## src/rtl/pov_reg_spi_sched_if.sv

```systemverilog
`timescale 1ns/1ps
// Requester-side bundle for pov_reg_spi_sched: two level-request channels in,
// two SPI ports plus busy/ack status out.
interface pov_reg_spi_sched_if #(
  parameter int POV_BITS = 74,
  parameter int REG_BITS = 14
) ();
  logic                vblank;
  logic                pov_req;
  logic [POV_BITS-1:0] pov_data;
  logic                pov_ack;
  logic                reg_req;
  logic [REG_BITS-1:0] reg_data;
  logic                reg_ack;
  logic                pov_sclk;
  logic                pov_mosi;
  logic                pov_ss_n;
  logic                reg_sclk;
  logic                reg_mosi;
  logic                reg_ss_n;
  logic                busy;

  modport master (
    output vblank, pov_req, pov_data, reg_req, reg_data,
    input  pov_ack, reg_ack, pov_sclk, pov_mosi, pov_ss_n,
           reg_sclk, reg_mosi, reg_ss_n, busy
  );

  modport slave (
    input  vblank, pov_req, pov_data, reg_req, reg_data,
    output pov_ack, reg_ack, pov_sclk, pov_mosi, pov_ss_n,
           reg_sclk, reg_mosi, reg_ss_n, busy
  );
endinterface

```

## src/rtl/pov_reg_spi_sched.sv

```systemverilog
`timescale 1ns/1ps
// Shared SPI shift engine that serialises POV and register updates onto two
// SPI ports, one frame at a time, with round-robin arbitration and vblank gating.
module pov_reg_spi_sched #(
  parameter int POV_BITS    = 74,
  parameter int REG_BITS    = 14,
  parameter int HALF_DIV    = 2,
  parameter int VBLANK_SYNC = 1
) (
  input logic                 clk,
  input logic                 rst_n,
  pov_reg_spi_sched_if.slave  bus
);

  localparam int MAX_BITS = (POV_BITS > REG_BITS) ? POV_BITS : REG_BITS;
  localparam int BIT_W    = $clog2(MAX_BITS + 1);
  localparam int DIV_W    = (HALF_DIV > 1) ? $clog2(HALF_DIV) : 1;

  typedef enum logic [2:0] {
    S_IDLE,
    S_SETUP,
    S_HIGH,
    S_LOW,
    S_HOLD,
    S_GAP
  } state_t;

  state_t              r_state;
  state_t              w_nextState;
  logic [DIV_W-1:0]    r_divCnt;
  logic [BIT_W-1:0]    r_bitCnt;
  logic [MAX_BITS-1:0] r_shift;
  logic [MAX_BITS-1:0] w_nextShift;
  logic [MAX_BITS-1:0] w_povAligned;
  logic [MAX_BITS-1:0] w_regAligned;
  logic                r_selPov;
  logic                w_nextSelPov;
  logic                r_lastPov;
  logic                w_divDone;
  logic                w_lastBit;
  logic                w_eligible;
  logic                w_grant;
  logic                w_grantPov;

  logic r_povSclk, r_povMosi, r_povSsN, r_regSclk, r_regMosi, r_regSsN;
  logic r_povAck, r_regAck, r_busy;
  logic w_povSclkNxt, w_povMosiNxt, w_povSsNNxt;
  logic w_regSclkNxt, w_regMosiNxt, w_regSsNNxt;
  logic w_povAckNxt, w_regAckNxt, w_busyNxt;
  logic w_sclkNxt, w_ssActNxt, w_mosiNxt;

  assign w_divDone  = (r_divCnt == DIV_W'(HALF_DIV - 1));
  assign w_lastBit  = r_selPov ? (r_bitCnt == BIT_W'(POV_BITS - 1))
                               : (r_bitCnt == BIT_W'(REG_BITS - 1));
  assign w_eligible = (bus.pov_req | bus.reg_req) & (bus.vblank | (VBLANK_SYNC == 0));
  assign w_grant    = (r_state == S_IDLE) & w_eligible;
  // On a tie the port that did not win last time goes next.
  assign w_grantPov = bus.pov_req & (~bus.reg_req | ~r_lastPov);

  // Payloads are left-aligned so the MSB of either frame sits at the top bit.
  assign w_povAligned = MAX_BITS'(bus.pov_data) << (MAX_BITS - POV_BITS);
  assign w_regAligned = MAX_BITS'(bus.reg_data) << (MAX_BITS - REG_BITS);

  always_ff @(posedge clk or negedge rst_n) begin
    if (!rst_n) begin
      r_state <= S_IDLE;
    end else begin
      r_state <= w_nextState;
    end
  end

  always_comb begin
    w_nextState = r_state;
    case (r_state)
      S_IDLE:  if (w_grant)   w_nextState = S_SETUP;
      S_SETUP: if (w_divDone) w_nextState = S_HIGH;
      S_HIGH:  if (w_divDone) w_nextState = w_lastBit ? S_HOLD : S_LOW;
      S_LOW:   if (w_divDone) w_nextState = S_HIGH;
      S_HOLD:  if (w_divDone) w_nextState = S_GAP;
      S_GAP:   if (w_divDone) w_nextState = S_IDLE;
      default: w_nextState = S_IDLE;
    endcase
  end

  always_comb begin
    w_nextShift  = r_shift;
    w_nextSelPov = r_selPov;
    if (w_grant) begin
      w_nextSelPov = w_grantPov;
      w_nextShift  = w_grantPov ? w_povAligned : w_regAligned;
    end else if ((r_state == S_HIGH) && (w_nextState == S_LOW)) begin
      w_nextShift = r_shift << 1;
    end
  end

  // Outputs are decoded from the upcoming state and registered on the same
  // edge as the state, so the pins always match the current state.
  always_comb begin
    w_sclkNxt    = (w_nextState == S_HIGH);
    w_ssActNxt   = (w_nextState == S_SETUP) || (w_nextState == S_HIGH) ||
                   (w_nextState == S_LOW)   || (w_nextState == S_HOLD);
    w_mosiNxt    = ((w_nextState == S_SETUP) || (w_nextState == S_HIGH) ||
                    (w_nextState == S_LOW)) & w_nextShift[MAX_BITS-1];
    w_povSclkNxt = w_nextSelPov & w_sclkNxt;
    w_povMosiNxt = w_nextSelPov & w_mosiNxt;
    w_povSsNNxt  = ~(w_nextSelPov & w_ssActNxt);
    w_regSclkNxt = ~w_nextSelPov & w_sclkNxt;
    w_regMosiNxt = ~w_nextSelPov & w_mosiNxt;
    w_regSsNNxt  = ~(~w_nextSelPov & w_ssActNxt);
    w_povAckNxt  = w_grant & w_grantPov;
    w_regAckNxt  = w_grant & ~w_grantPov;
    w_busyNxt    = (w_nextState != S_IDLE);
  end

  always_ff @(posedge clk or negedge rst_n) begin
    if (!rst_n) begin
      r_divCnt  <= '0;
      r_bitCnt  <= '0;
      r_shift   <= '0;
      r_selPov  <= 1'b0;
      r_lastPov <= 1'b0;
    end else begin
      r_divCnt <= ((r_state == S_IDLE) || w_divDone) ? '0 : r_divCnt + DIV_W'(1);
      if (w_grant) begin
        r_bitCnt  <= '0;
        r_lastPov <= w_grantPov;
      end else if ((r_state == S_HIGH) && w_divDone) begin
        r_bitCnt <= r_bitCnt + BIT_W'(1);
      end
      r_shift  <= w_nextShift;
      r_selPov <= w_nextSelPov;
    end
  end

  always_ff @(posedge clk or negedge rst_n) begin
    if (!rst_n) begin
      r_povSclk <= 1'b0;
      r_povMosi <= 1'b0;
      r_povSsN  <= 1'b1;
      r_regSclk <= 1'b0;
      r_regMosi <= 1'b0;
      r_regSsN  <= 1'b1;
      r_povAck  <= 1'b0;
      r_regAck  <= 1'b0;
      r_busy    <= 1'b0;
    end else begin
      r_povSclk <= w_povSclkNxt;
      r_povMosi <= w_povMosiNxt;
      r_povSsN  <= w_povSsNNxt;
      r_regSclk <= w_regSclkNxt;
      r_regMosi <= w_regMosiNxt;
      r_regSsN  <= w_regSsNNxt;
      r_povAck  <= w_povAckNxt;
      r_regAck  <= w_regAckNxt;
      r_busy    <= w_busyNxt;
    end
  end

  assign bus.pov_sclk = r_povSclk;
  assign bus.pov_mosi = r_povMosi;
  assign bus.pov_ss_n = r_povSsN;
  assign bus.reg_sclk = r_regSclk;
  assign bus.reg_mosi = r_regMosi;
  assign bus.reg_ss_n = r_regSsN;
  assign bus.pov_ack  = r_povAck;
  assign bus.reg_ack  = r_regAck;
  assign bus.busy     = r_busy;

endmodule

```

## src/flat_wrapper.sv

```systemverilog
// flat-port wrapper written by rule: the top's interface ports become plain ports
module pov_reg_spi_sched_flat 
#(
  parameter int POV_BITS    = 74,
  parameter int REG_BITS    = 14,
  parameter int HALF_DIV    = 2,
  parameter int VBLANK_SYNC = 1
)
  (clk, rst_n, bus_vblank, bus_pov_req, bus_pov_data, bus_reg_req, bus_reg_data, bus_pov_ack, bus_reg_ack, bus_pov_sclk, bus_pov_mosi, bus_pov_ss_n, bus_reg_sclk, bus_reg_mosi, bus_reg_ss_n, bus_busy);
  pov_reg_spi_sched_if #(.POV_BITS(POV_BITS), .REG_BITS(REG_BITS)) bus_i ();
  input logic clk;
  input logic rst_n;
  input wire logic [$bits(bus_i.vblank)-1:0] bus_vblank;
  input wire logic [$bits(bus_i.pov_req)-1:0] bus_pov_req;
  input wire logic [$bits(bus_i.pov_data)-1:0] bus_pov_data;
  input wire logic [$bits(bus_i.reg_req)-1:0] bus_reg_req;
  input wire logic [$bits(bus_i.reg_data)-1:0] bus_reg_data;
  output wire logic [$bits(bus_i.pov_ack)-1:0] bus_pov_ack;
  output wire logic [$bits(bus_i.reg_ack)-1:0] bus_reg_ack;
  output wire logic [$bits(bus_i.pov_sclk)-1:0] bus_pov_sclk;
  output wire logic [$bits(bus_i.pov_mosi)-1:0] bus_pov_mosi;
  output wire logic [$bits(bus_i.pov_ss_n)-1:0] bus_pov_ss_n;
  output wire logic [$bits(bus_i.reg_sclk)-1:0] bus_reg_sclk;
  output wire logic [$bits(bus_i.reg_mosi)-1:0] bus_reg_mosi;
  output wire logic [$bits(bus_i.reg_ss_n)-1:0] bus_reg_ss_n;
  output wire logic [$bits(bus_i.busy)-1:0] bus_busy;
  assign bus_i.vblank = bus_vblank;
  assign bus_i.pov_req = bus_pov_req;
  assign bus_i.pov_data = bus_pov_data;
  assign bus_i.reg_req = bus_reg_req;
  assign bus_i.reg_data = bus_reg_data;
  assign bus_pov_ack = bus_i.pov_ack;
  assign bus_reg_ack = bus_i.reg_ack;
  assign bus_pov_sclk = bus_i.pov_sclk;
  assign bus_pov_mosi = bus_i.pov_mosi;
  assign bus_pov_ss_n = bus_i.pov_ss_n;
  assign bus_reg_sclk = bus_i.reg_sclk;
  assign bus_reg_mosi = bus_i.reg_mosi;
  assign bus_reg_ss_n = bus_i.reg_ss_n;
  assign bus_busy = bus_i.busy;
  pov_reg_spi_sched #(.POV_BITS(POV_BITS), .REG_BITS(REG_BITS), .HALF_DIV(HALF_DIV), .VBLANK_SYNC(VBLANK_SYNC)) u_core (.clk(clk), .rst_n(rst_n), .bus(bus_i));
endmodule
```

## config.mk

```make
export PLATFORM = sky130hd
export DESIGN_NAME = pov_reg_spi_sched_flat
export DESIGN_NICKNAME = d
export VERILOG_FILES = /design/src/rtl/pov_reg_spi_sched_if.sv /design/src/rtl/pov_reg_spi_sched.sv /design/src/flat_wrapper.sv
export SDC_FILE = /design/constraint.sdc
export NUM_CORES = 1
export LEC_CHECK = 0
export ABC_AREA = 1
export CORE_ASPECT_RATIO = 0.7
export CORE_UTILIZATION = 31
export DETAILED_ROUTE_END_ITERATION = 12
export SLEW_MARGIN = 20
export SYNTH_ARGS = -nofsm -noshare
export SYNTH_HDL_FRONTEND = slang
export SYNTH_SLANG_ARGS = --single-unit
```

## constraint.sdc

```tcl
create_clock -name clk -period 1.6 [get_ports clk]
set_input_delay 0.32 -clock clk [delete_from_list [all_inputs] [get_ports clk]]
set_output_delay 0.32 -clock clk [all_outputs]
set_load 0.005 [all_outputs]
```

==> run summary <==
Post-synthesis net count - 564
Ant diodes - 0
Initial cell density of the core - 0.3202
Combined area of all synthesized cells - 4499 um2
Total Die Area - 15010 um2
Number of enable flip-flop cells after synthesis - 0
Skew-Pair Late Insertion Delay - 0.35 ns
Longest Clk Path Bufs - 2
Final instance area - 6997 um2
DIE WIDTH - 146.0 um
Reg area - 2405 um2
Cells along the critical path - nor2_2, nand2_2, nor2_4, clkinv_4, nor2_8, buf_12, buf_12, nand2_1, o221ai_2
Total Negative Setup Slacks - -0.05270 ns
Average cell area after synthesis - 9.593 um2
DRC Markers - 0
Highest net fanout along the worst path - 12
Dpl cell area - 5888 um2
Initial drt markers - 279
Total detailed-routing wirelength - 12530 um
First-pass DRT Iterations - 5
Proportion of synthesized chip area in sequential cells - 0.5345
Maximum ir drop on the vdd rail - 0.0006991 V
Gp weighted congestion - 0.8873
# fillers - 1262
Half-perimeter wire length of the detailed placement result - 7656 um
Inserted Clock Buffers - 9
Clock sink count - 96
Sum of buffers and inverters on the critical path - 3
Crit-path max cell delay - 0.42 ns
Startpoint Class - register
Level count of the clock H-tree - 3
Comb power frac - 0.448
Root Driver - sky130_fd_sc_hd__clkbuf_16
Slowest cell on the critical path - sky130_fd_sc_hd__dfrtp_1
Switching fraction of total power - 0.3457
Count of yosys warnings during synthesis - 0
Number of setup violations in the final report - 6
CTS tree - done
Final hold violations - 0
Largest net degree at the start of global routing - 97
Total area of multi-input combinational cells - 1957 um2
Drt wl/cell - 15.60 um
First-pass GRT wire length - 18050 um
Antenna violations before repair - 0
Most frequent standard cell in the layout excluding fill and tap cells - sky130_fd_sc_hd__nand2_1
Worst hold-check path type - in -> async
Power density of the placed cells - 1585 nW/um2
Most common cell on crit path - sky130_fd_sc_hd__buf_12
Ports placed on the boundary - 102
Switching component of the power - 3834 uW
Global route overflow - 0
Dominant delay contributor by cell family on the critical path - simple AND/OR/NAND/NOR gates
Site Rows - 36
Violated checks - setup timing
Max-slew violation count - 0
# port buffers - 101
Relative slew margins - 0.6655
Count of antenna-violating nets left after detailed routing - 0
Share of synthesized flip-flops with an asynchronous set or reset - 1.000
Total of max-cap violations - 0
Post-synth top flop - sky130_fd_sc_hd__dfrtp_1
Final worst path period share - 1.011
Tot GR Track Use - 0.1536
Cell variety after synth - 33
Vias in the first global route - 3675
Setup repair after global routing missed its margin - true
Detail-routed via count per cell - 4.856
Count of vias placed by the detailed router - 3899
Flop and latch count out of synthesis - 96
Fin crit period - 1.617 ns
Internal power summed over all cells - 7257 uW
Clock slew seen by the registers of the worst setup and hold paths - 0.06 ns
Synthesis-to-finish area growth - 55.51%
Leakage power total - 0.002978 uW
Number of standard cells after synthesis - 469
Post-route setup slack - -0.01720 ns
Height of the die - 102.8 um
Highest attainable clock frequency - 0.6184 GHz
Cts hold-fix bufs - 0
Floorplan Core Area - 14050 um2
Arrival time worst endpoint - 1.88 ns
Run status - complete, but fails checks
Transition at the pin with the smallest max-transition slack - 0.5017 ns
Worst EP required - 1.86 ns
Clk network pwr share - 0.229
Net total in the final layout - 703
Sequential group share of total power - 0.323
Endpoint type of the worst setup path - register
Commonest cells after routing, fill and taps aside - sky130_fd_sc_hd__nand2_1 (100), sky130_fd_sc_hd__clkdlybuf4s50_1 (98), sky130_fd_sc_hd__dfrtp_1 (94), sky130_fd_sc_hd__inv_1 (82), sky130_fd_sc_hd__o221ai_2 (43)
Fraction of final layout cells with drive strength greater than 1 - 0.2545
Kind of critical path - reg -> reg
Worst Clk Skew - 0.007033 ns
[state kept, by name, summed over array words and instances, names as in the netlist]
signal / cells
u_core.r_shift: 74
u_core.r_bitCnt: 7
u_core.r_state: 3
u_core.bus.busy: 1
u_core.bus.pov_ack: 1
u_core.bus.pov_mosi: 1
u_core.bus.pov_sclk: 1
u_core.bus.pov_ss_n: 1
u_core.bus.reg_ack: 1
u_core.bus.reg_mosi: 1
u_core.bus.reg_sclk: 1
u_core.bus.reg_ss_n: 1
u_core.r_divCnt: 1
u_core.r_lastPov: 1
u_core.r_selPov: 1
[Yosys cell counts (3+ instances only)]
library cell / number / area, um2
sky130_fd_sc_hd__nand3_1: 30 / 150.1
sky130_fd_sc_hd__nand4_1: 6 / 37.54
sky130_fd_sc_hd__o2111ai_1: 3 / 26.28
sky130_fd_sc_hd__mux2_2: 6 / 67.56
sky130_fd_sc_hd__o221ai_1: 56 / 490.5
sky130_fd_sc_hd__buf_2: 15 / 75.07
sky130_fd_sc_hd__o211ai_2: 3 / 37.54
sky130_fd_sc_hd__inv_2: 4 / 15.01
sky130_fd_sc_hd__o21ai_0: 5 / 25.02
sky130_fd_sc_hd__buf_6: 10 / 112.6
sky130_fd_sc_hd__a21oi_1: 5 / 25.02
sky130_fd_sc_hd__nor2_1: 8 / 30.03
sky130_fd_sc_hd__nand2_1: 109 / 409.1
sky130_fd_sc_hd__o221ai_2: 6 / 90.09
sky130_fd_sc_hd__dfrtp_1: 94 / 2352
sky130_fd_sc_hd__inv_1: 84 / 315.3
[through the flow]
stage	hold slack, ns	total power (uW)	util	cells	setup WS (ns)
floorplan	0.02441	5867	-	469	0.04703
global placement	0.4158	6985	0.4190	764	-0.2689
detailed placement	0.4170	7103	0.4190	764	-0.2739
CTS	0.05272	9665	0.4450	780	-0.01763
global route	0.06659	11750	0.4979	803	-0.1087
finish	0.03158	11090	0.4979	803	-0.01720
[cell families (layout without fill, tap and decap cells)]
kind of cell             Yosys count  in the layout  share of synthesized area
AND/OR/NAND/NOR                  164            165                     0.1613
multiplexers                       6              6                    0.01502
AO/OA/AOI/OAI                     86             86                     0.1663
buffers and inverters            115            258                     0.1174
flip-flops                        96             96                     0.5345
adder cells (fa/ha/maj)            2              2                   0.005561
[power groups by stage]
stage | logic [uW] | clock network (uW) | registers, uW
after global routing | 5420 | 2680 | 3660
after global placement | 3410 | 0 | 3580
after floorplan | 2320 | 0 | 3540
after CTS | 3510 | 2590 | 3560
final | 4970 | 2540 | 3580
after detailed placement | 3490 | 0 | 3610
[cell type report]
type | instances | area share
clock buffer | 12 | 0.03666
inverter | 90 | 0.04971
multi-input combinational | 259 | 0.2797
tap | 190 | 0.03398
clock inverter | 4 | 0.01413
timing repair buffer | 152 | 0.2421
sequential | 96 | 0.3437
[timing repair]
item                       in CTS  in global routing
pin swaps                       1                 17
buffers inserted                0                 11
gates cloned                    0                 13
setup endpoints to repair      36                 85
resized for setup               4                 81
[routing by layer]
metal,share of wire,GRT usage,up-vias
met3,0.050,0.03673,13
li1,-,-,1872
met1,0.48,0.2116,1902
met2,0.46,0.2411,112
met5,0,0,-
met4,0.010,0.04808,0
[final timing paths]
kind	slack (ns)	to	depth (start not counted)	start
setup reg to reg	-0.02	u_core.r_shift[44]	9	u_core.r_state[0]
max in group asynchronous	1.18	u_core.bus.pov_ss_n	2	rst_n
setup / recovery	-0.02	u_core.r_shift[44]	9	u_core.r_state[0]
hold / removal	0.03	u_core.r_shift[46]	2	rst_n
hold reg to reg	0.52	u_core.r_lastPov	2	u_core.r_lastPov
min in group clk	0.52	u_core.r_lastPov	2	u_core.r_lastPov
Power figures use the tool's default switching activity.
